`src/rtl/gb_bus_pkg.sv`:
```
// Shared bus map for the Game Boy style system bus.
// It holds the fixed register and OAM addresses, the OAM size and the DMA sequencer states.
package gb_bus_pkg;

  localparam logic [15:0] DMA_SRC_ADDR  = 16'hff46;
  localparam logic [15:0] OAM_BASE_ADDR = 16'hfe00;
  localparam int unsigned OAM_BYTES     = 160;

  typedef enum logic [1:0] {
    IDLE  = 2'd0,
    READ  = 2'd1,
    WRITE = 2'd2
  } dma_state_e;

endpackage : gb_bus_pkg

```
`src/rtl/rrmmap.sv`:
```
// Single 8-bit CPU-visible register at a fixed bus address.
// Reads have one cycle of latency, and the read data is zero when the register is not selected.
module rrmmap #(
  parameter logic [15:0] ADDR = 16'h0000
) (
  input  logic        clk,
  input  logic        rst_n,
  input  logic [15:0] address,
  input  logic [7:0]  indata,
  input  logic        load,
  input  logic        store,
  output logic [7:0]  outdata,
  output logic [7:0]  value,
  output logic        hit_store
);

  assign hit_store = store && (address == ADDR);

  // NOTE: sequential state uses non-blocking assignments so every flop samples pre-edge values.
  always_ff @(posedge clk or negedge rst_n) begin
    if (!rst_n) begin
      value   <= 8'h00;
      outdata <= 8'h00;
    end else begin
      if (hit_store) value <= indata;
      outdata <= (load && (address == ADDR)) ? value : 8'h00;
    end
  end

endmodule : rrmmap

```
`src/rtl/oam_dma.sv`:
```
// OAM DMA engine that copies LENGTH bytes from {src,8'h00} into OAM.
// Each byte uses a read/write bus pair.
module oam_dma
  import gb_bus_pkg::*;
#(
  parameter logic [15:0] REG_ADDR = DMA_SRC_ADDR,
  parameter logic [15:0] OAM_BASE = OAM_BASE_ADDR,
  parameter int unsigned LENGTH   = OAM_BYTES
) (
  input  logic        clockgb,
  input  logic        resetn,
  input  logic [15:0] address,
  input  logic [7:0]  indata,
  output logic [7:0]  outdata,
  input  logic        load,
  input  logic        store,
  output logic [15:0] dma_address,
  input  logic [7:0]  dma_indata,
  output logic [7:0]  dma_outdata,
  output logic        dma_load,
  output logic        dma_store,
  output logic        busy
);

  dma_state_e state_q, state_d;
  logic [7:0] idx_q, idx_d;
  logic [7:0] src;
  logic       start;
  logic [8:0] idx_inc;

  rrmmap #(.ADDR(REG_ADDR)) u_src_reg (
    .clk       (clockgb),
    .rst_n     (resetn),
    .address   (address),
    .indata    (indata),
    .load      (load),
    .store     (store),
    .outdata   (outdata),
    .value     (src),
    .hit_store (start)
  );

  always_ff @(posedge clockgb or negedge resetn) begin
    if (!resetn) begin
      state_q <= IDLE;
      idx_q   <= 8'h00;
    end else begin
      state_q <= state_d;
      idx_q   <= idx_d;
    end
  end

  // Widen by one bit so the end-of-transfer compare cannot wrap.
  assign idx_inc = {1'b0, idx_q} + 9'd1;

  // NOTE: every output of this block gets a default first, so no path can infer a latch.
  always_comb begin
    state_d     = state_q;
    idx_d       = idx_q;
    dma_address = 16'h0000;
    dma_outdata = 8'h00;
    dma_load    = 1'b0;
    dma_store   = 1'b0;
    busy        = 1'b0;

    unique case (state_q)
      READ: begin
        busy        = 1'b1;
        dma_address = {src, idx_q};
        dma_load    = 1'b1;
        state_d     = WRITE;
      end
      WRITE: begin
        busy        = 1'b1;
        dma_address = OAM_BASE + {8'h00, idx_q};
        dma_outdata = dma_indata;
        dma_store   = 1'b1;
        if (32'(idx_inc) < LENGTH) begin
          state_d = READ;
          idx_d   = idx_inc[7:0];
        end else begin
          state_d = IDLE;
          idx_d   = 8'h00;
        end
      end
      default: ;
    endcase

    // A new source write restarts the copy from byte 0, whatever the current state.
    if (start) begin
      state_d = READ;
      idx_d   = 8'h00;
    end
  end

endmodule : oam_dma

```
`config.mk`:
```
export PLATFORM = sky130hd
export DESIGN_NAME = oam_dma
export DESIGN_NICKNAME = d
export VERILOG_FILES = /design/src/rtl/gb_bus_pkg.sv /design/src/rtl/rrmmap.sv /design/src/rtl/oam_dma.sv
export SDC_FILE = /design/constraint.sdc
export NUM_CORES = 1
export LEC_CHECK = 0
export BUFFER_PORTS_ARGS = -buffer_cell sky130_fd_sc_hd__buf_4
export CORE_UTILIZATION = 25
export CTS_BUF_LIST = sky130_fd_sc_hd__clkbuf_8 sky130_fd_sc_hd__clkbuf_16
export DETAILED_ROUTE_END_ITERATION = 8
export GPL_ROUTABILITY_DRIVEN = 0
export PLACE_DENSITY_LB_ADDON = 0.3
export SKIP_CTS_REPAIR_TIMING = 1
export SLEW_MARGIN = 20
export SYNTH_ARGS = -nofsm -noshare
export SYNTH_HDL_FRONTEND = slang
export SYNTH_HIERARCHICAL = 1
export SYNTH_SLANG_ARGS = --single-unit
```
`constraint.sdc`:
```
create_clock -name clockgb -period 2.1 [get_ports clockgb]
set_input_delay 0.105 -clock clockgb [delete_from_list [all_inputs] [get_ports clockgb]]
set_output_delay 0.105 -clock clockgb [all_outputs]
set_load 0.01 [all_outputs]
```
# After elaboration in Yosys (flattened, before gate mapping)
# Index checks and enable logic that the tools add are counted.
[totals]
reg_bits = 26
in_bits = 36
output_inout_bits = 35
wordCells = 27
[classes]
n_addsub = 2
order_cmp = 1
n_eq_ne = 3
muxes = 12
n_reduce_logical = 5
[ops]
columns = ["operator", "n"]
rows = [
  ["two-way mux 8 bit", 5],
  ["case mux 16 bit (2 select lines)", 1],
  ["== test 16 bit, second input constant", 1],
  ["adder 10 x 9 -> 11 bit, first input constant", 1],
  ["adder 8 x 1 -> 9 bit, second input constant", 1],
  ["< comparator 9 x 8 -> 1 bit, second input constant", 1],
  ["two-way mux 1 bit", 4],
  ["case mux 2 bit (2 select lines)", 1],
  ["nonzero test 3 bit", 1],
  ["== test 2 x 1 -> 1 bit, second input constant", 1],
  ["== test 2 bit, second input constant", 1],
  ["logical AND 1 bit", 2],
  ["two-way mux 2 bit", 1],
  ["nonzero test 2 bit", 1],
  ["OR reduction 2 bit", 1],
]

# Depth between registers and ports, before layout
[logic_depth]
word_depth = 5
depth_mapped = 7
mapped_depth_nobuf = 6

# By module
# Netlist, hierarchy kept.
[by_module_without_submodules]
columns = ["mod", "n_inst", "cells_per_inst", "area_per_inst_um2", "seq_area_each_um2"]
rows = [
  ["oam_dma", 1, 106, 833.3, 250.2],
  ["rrmmap", 1, 39, 624.3, 400.4],
]

# Worst setup path before layout
# Ideal clock, no wire load.
[synth_timing]
path_kind = "reg-to-reg"
from = "register idx_q[0]"
to = "register idx_q[6]"
setup_ns = 0.082
arrival_time_ns = 1.804
required_ns = 2.018
path_slack_ns = 0.214
stages_incl_launch_ff = 6
n_path_buf = 0
period_less_slack_ns = 1.886
cell_sequence = "dfrtp_1 -> ha_1 -> or4b_4 -> a31oi_4 -> o211ai_1 -> a31oi_1"
[synth_between]
elab_chain_cells = 5
[synth_rtl]
columns = ["item", "line_no", "rtl"]
rows = [
  ["start, declared", "oam_dma.sv:26", "logic [7:0] idx_q, idx_d;"],
  ["start signal, assigned", "oam_dma.sv:49", "idx_q <= idx_d;"],
  ["adder 8 x 1 -> 9 bit *", "oam_dma.sv:54", "assign idx_inc = {1'b0, idx_q} + 9'd1;"],
  ["< comparator 9 x 8 -> 1 bit", "oam_dma.sv:78", "if (32'(idx_inc) < LENGTH) begin"],
  ["two-way mux 8 bit *", "oam_dma.sv:78", ""],
  ["two-way mux 8 bit *", "oam_dma.sv:66", "unique case (state_q)"],
  ["two-way mux 8 bit *", "oam_dma.sv:90", "if (start) begin"],
]
# Mark *: on every way between the ends. The rest lies on a longest branch, timed or not. The select of a mux whose other input is x is not followed.
# A chain may end at the register's enable or synchronous reset.

# Final worst setup path
[layout_timing]
from = "register idx_q[0]"
to = "register idx_q[4]"
# Same word-level chain as after synthesis.

==> results.cfg <==
[outcome]
status = finished, final reports clean

[synthesis]
synth_nets = 184
synth_area_sq_um = 1460
ys_types = 35
ys_ff_latch = 26
synth_warnings = 6
yosysSeqAreaShare = 0.446
syn_avg_cell_area_sq_um = 10.1
synth_cells = 145

[clock_tree]
clkLatencyLatePin_ps = 270
cts_tree = built
cts_made_buffers = 3
htree_levels = 1
path_clk_slew_ps = 90
clock_sinks = 26
clock_path_buffers = 2
cts-root-buf = clkbuf_8

[layout]
final_cell_mix = buf_4 (79), dfrtp_1 (26), and2_1 (17), nand2_1 (10), nand3_1 (9)
n_antenna_cell = 0
layout-drive-gt1-share = 0.480
final_util = 0.390
layout.nets = 261
area_growth_pct = 49.2
fillCellCount = 569
final_common_cell = buf_4

[timing]
finalHoldViolations = 0
final.min_clock_period_ps = 1980
clock.fmax_ghz = 0.506
fin_skew_ps = 2.19
min_period_over_period = 0.941
drv_slew = 0
rsz0062_at_grt = false
setup_viol = 0
worst_pin_slew_ps = 459
timing.slew.headroom = 0.691
setup_tns_ps = 0
fin_worst_hold_slack_ps = 60.3

[power]
power.leakage_nw = 1.14
ir_worst_vdd_mv = 0.546
powerDensity_nw_per_um2 = 1110

[placed_design]
io_buffers = 70
dp_hpwl_um = 2810

[global_route]
overflow = 0
grt_pass1_wl_um = 6090
grt_pass1_vias = 1279
groute.usage.overall = 0.128
grt_max_degree = 27
antenna_found_initial = 0

[critical_path]
worstSetupPathType = flop to flop
start_kind = flop
cp.required_ps = 2290
endpoint_kind = flop
critPathArrivalTime_ps = 2170
crit_path_top_delay_cell = or4b_4
cpPeakStageDelay_ps = 560
r2r_slack_ps = 120
cp_cell_sequence = ha_1, or4b_4, a31oi_4, nand3_1, a31oi_1
crit_path_max_fanout = 10

[route]
vias = 1353
via_per_inst = 4.62
wl_per_cell_um = 12.8
drt-total-wl_um = 3760
drt_first_pass_iters = 4
drc = 0
ant_nets = 0
drt_iter0_drc = 57

[die]
die_area_sq_um = 6140
num_rows = 27
die_w_um = 78.4
initial_core_util = 0.262
ios = 71
die_h_um = 78.4
core-area_sq_um = 5570

[min_path]
hold_class = primary input to flop

[flow_run]
cap_violations = 0
-- where the power goes --
part | leakage [nW] | total (W) | switching, W | internal [W]
Clock | 0.0357 | 0.000418 | 0.000163 | 0.000255
Combinational | 0.770 | 0.00134 | 0.000683 | 0.000654
Sequential | 0.335 | 0.000666 | 0.0000896 | 0.000577
Total | 1.14 | 0.00242 | 0.000936 | 0.00149
-- critical path: cells and delay by family, from the launching register on --
kind            cells  cell delay (ps)
flops               1              440
fa+ha+maj           1              230
compound gates      2              540
simple gates        2              680
-- sequential cells by signal (all words and copies together), names as in the netlist --
name / cells
idx_q: 8
state_q: 2
u_src_reg/outdata: 8
u_src_reg/value: 8
-- path summary, 6_finish.rpt --
kind                            depth (start not counted)                      startpoint                              to
max in group asynchronous                               2                          resetn  u_src_reg/outdata[4]$_DFF_PN0_
worst max-delay path                                    5            idx_q[0]$_DFFE_PN0N_            idx_q[4]$_DFFE_PN0N_
worst max register to register                          5            idx_q[0]$_DFFE_PN0N_            idx_q[4]$_DFFE_PN0N_
worst min register to register                          1  u_src_reg/value[1]$_DFFE_PN0P_  u_src_reg/value[1]$_DFFE_PN0P_
min in group asynchronous                               2                          resetn            idx_q[3]$_DFFE_PN0N_
worst min-delay path                                    2                       indata[4]  u_src_reg/value[4]$_DFFE_PN0P_
-- logic make-up after synthesis --
family | share of synthesized area
AO/OA/AOI/OAI | 0.122
adder cells (fa/ha/maj) | 0.0258
buffers and inverters | 0.0481
flip-flops | 0.446
multiplexers | 0.0618
AND/OR/NAND/NOR | 0.296
-- synth_stat cells --
cell            instances  share of area
dfrtp_1                26           0.45
and2_1                 17          0.073
nand2_1                10          0.026
nand3_1                 9          0.031
and3_2                  8          0.041
mux2_2                  8          0.062
nor2_1                  8          0.021
o21a_1                  7          0.036
a21oi_1                 6          0.021
inv_1                   6          0.015
clkbuf_1                4          0.010
a31oi_1                 3          0.013
ha_1                    3          0.026
nand4_1                 3          0.013
nor3_1                  3          0.010
o21ai_1                 3          0.010
nand4b_1                2          0.012
or4b_4                  2          0.019
a221o_1                 1         0.0069
a31oi_4                 1          0.015
buf_1                   1         0.0026
buf_2                   1         0.0034
buf_6                   1         0.0077
dlymetal6s2s_1          1         0.0086
nand2_2                 1         0.0043
nand2_4                 1         0.0077
nand3_2                 1         0.0069
nand3b_1                1         0.0052
nand4bb_1               1         0.0077
nor4_1                  1         0.0043
nor4_4                  1          0.015
o211ai_1                1         0.0052
o21ai_0                 1         0.0034
o21bai_1                1         0.0052
o311a_1                 1         0.0069
-- routing by layer --
layer  GRT usage  vias up  wire (um)
met5           0        -          0
met4      0.0444        0         38
met3      0.0174        4        240
met2       0.225       53       1840
met1       0.158      635       1640
li1            -      661          -
-- area by class of cell --
cell class	count	area (sq um)	area share
multi-input cells	105	737	0.339
flip-flops and latches	26	651	0.299
repair buffers	80	603	0.277
well taps	72	90.1	0.0414
clock buffers	3	41.3	0.0190
clock inverters	1	30.0	0.0138
inverters	6	22.5	0.0104
-- per-stage QoR --
stage	total power (W)	std cells	instance area, sq um	setup WS [ps]
floorplan	0.00145	145	1460	214
global placement	0.00202	288	2090	174
detailed placement	0.00203	288	2090	148
CTS	0.00245	292	2160	123
global route	0.00262	293	2170	31.0
finish	0.00242	293	2170	123
Note: power is estimated with default switching activity, not from simulation.
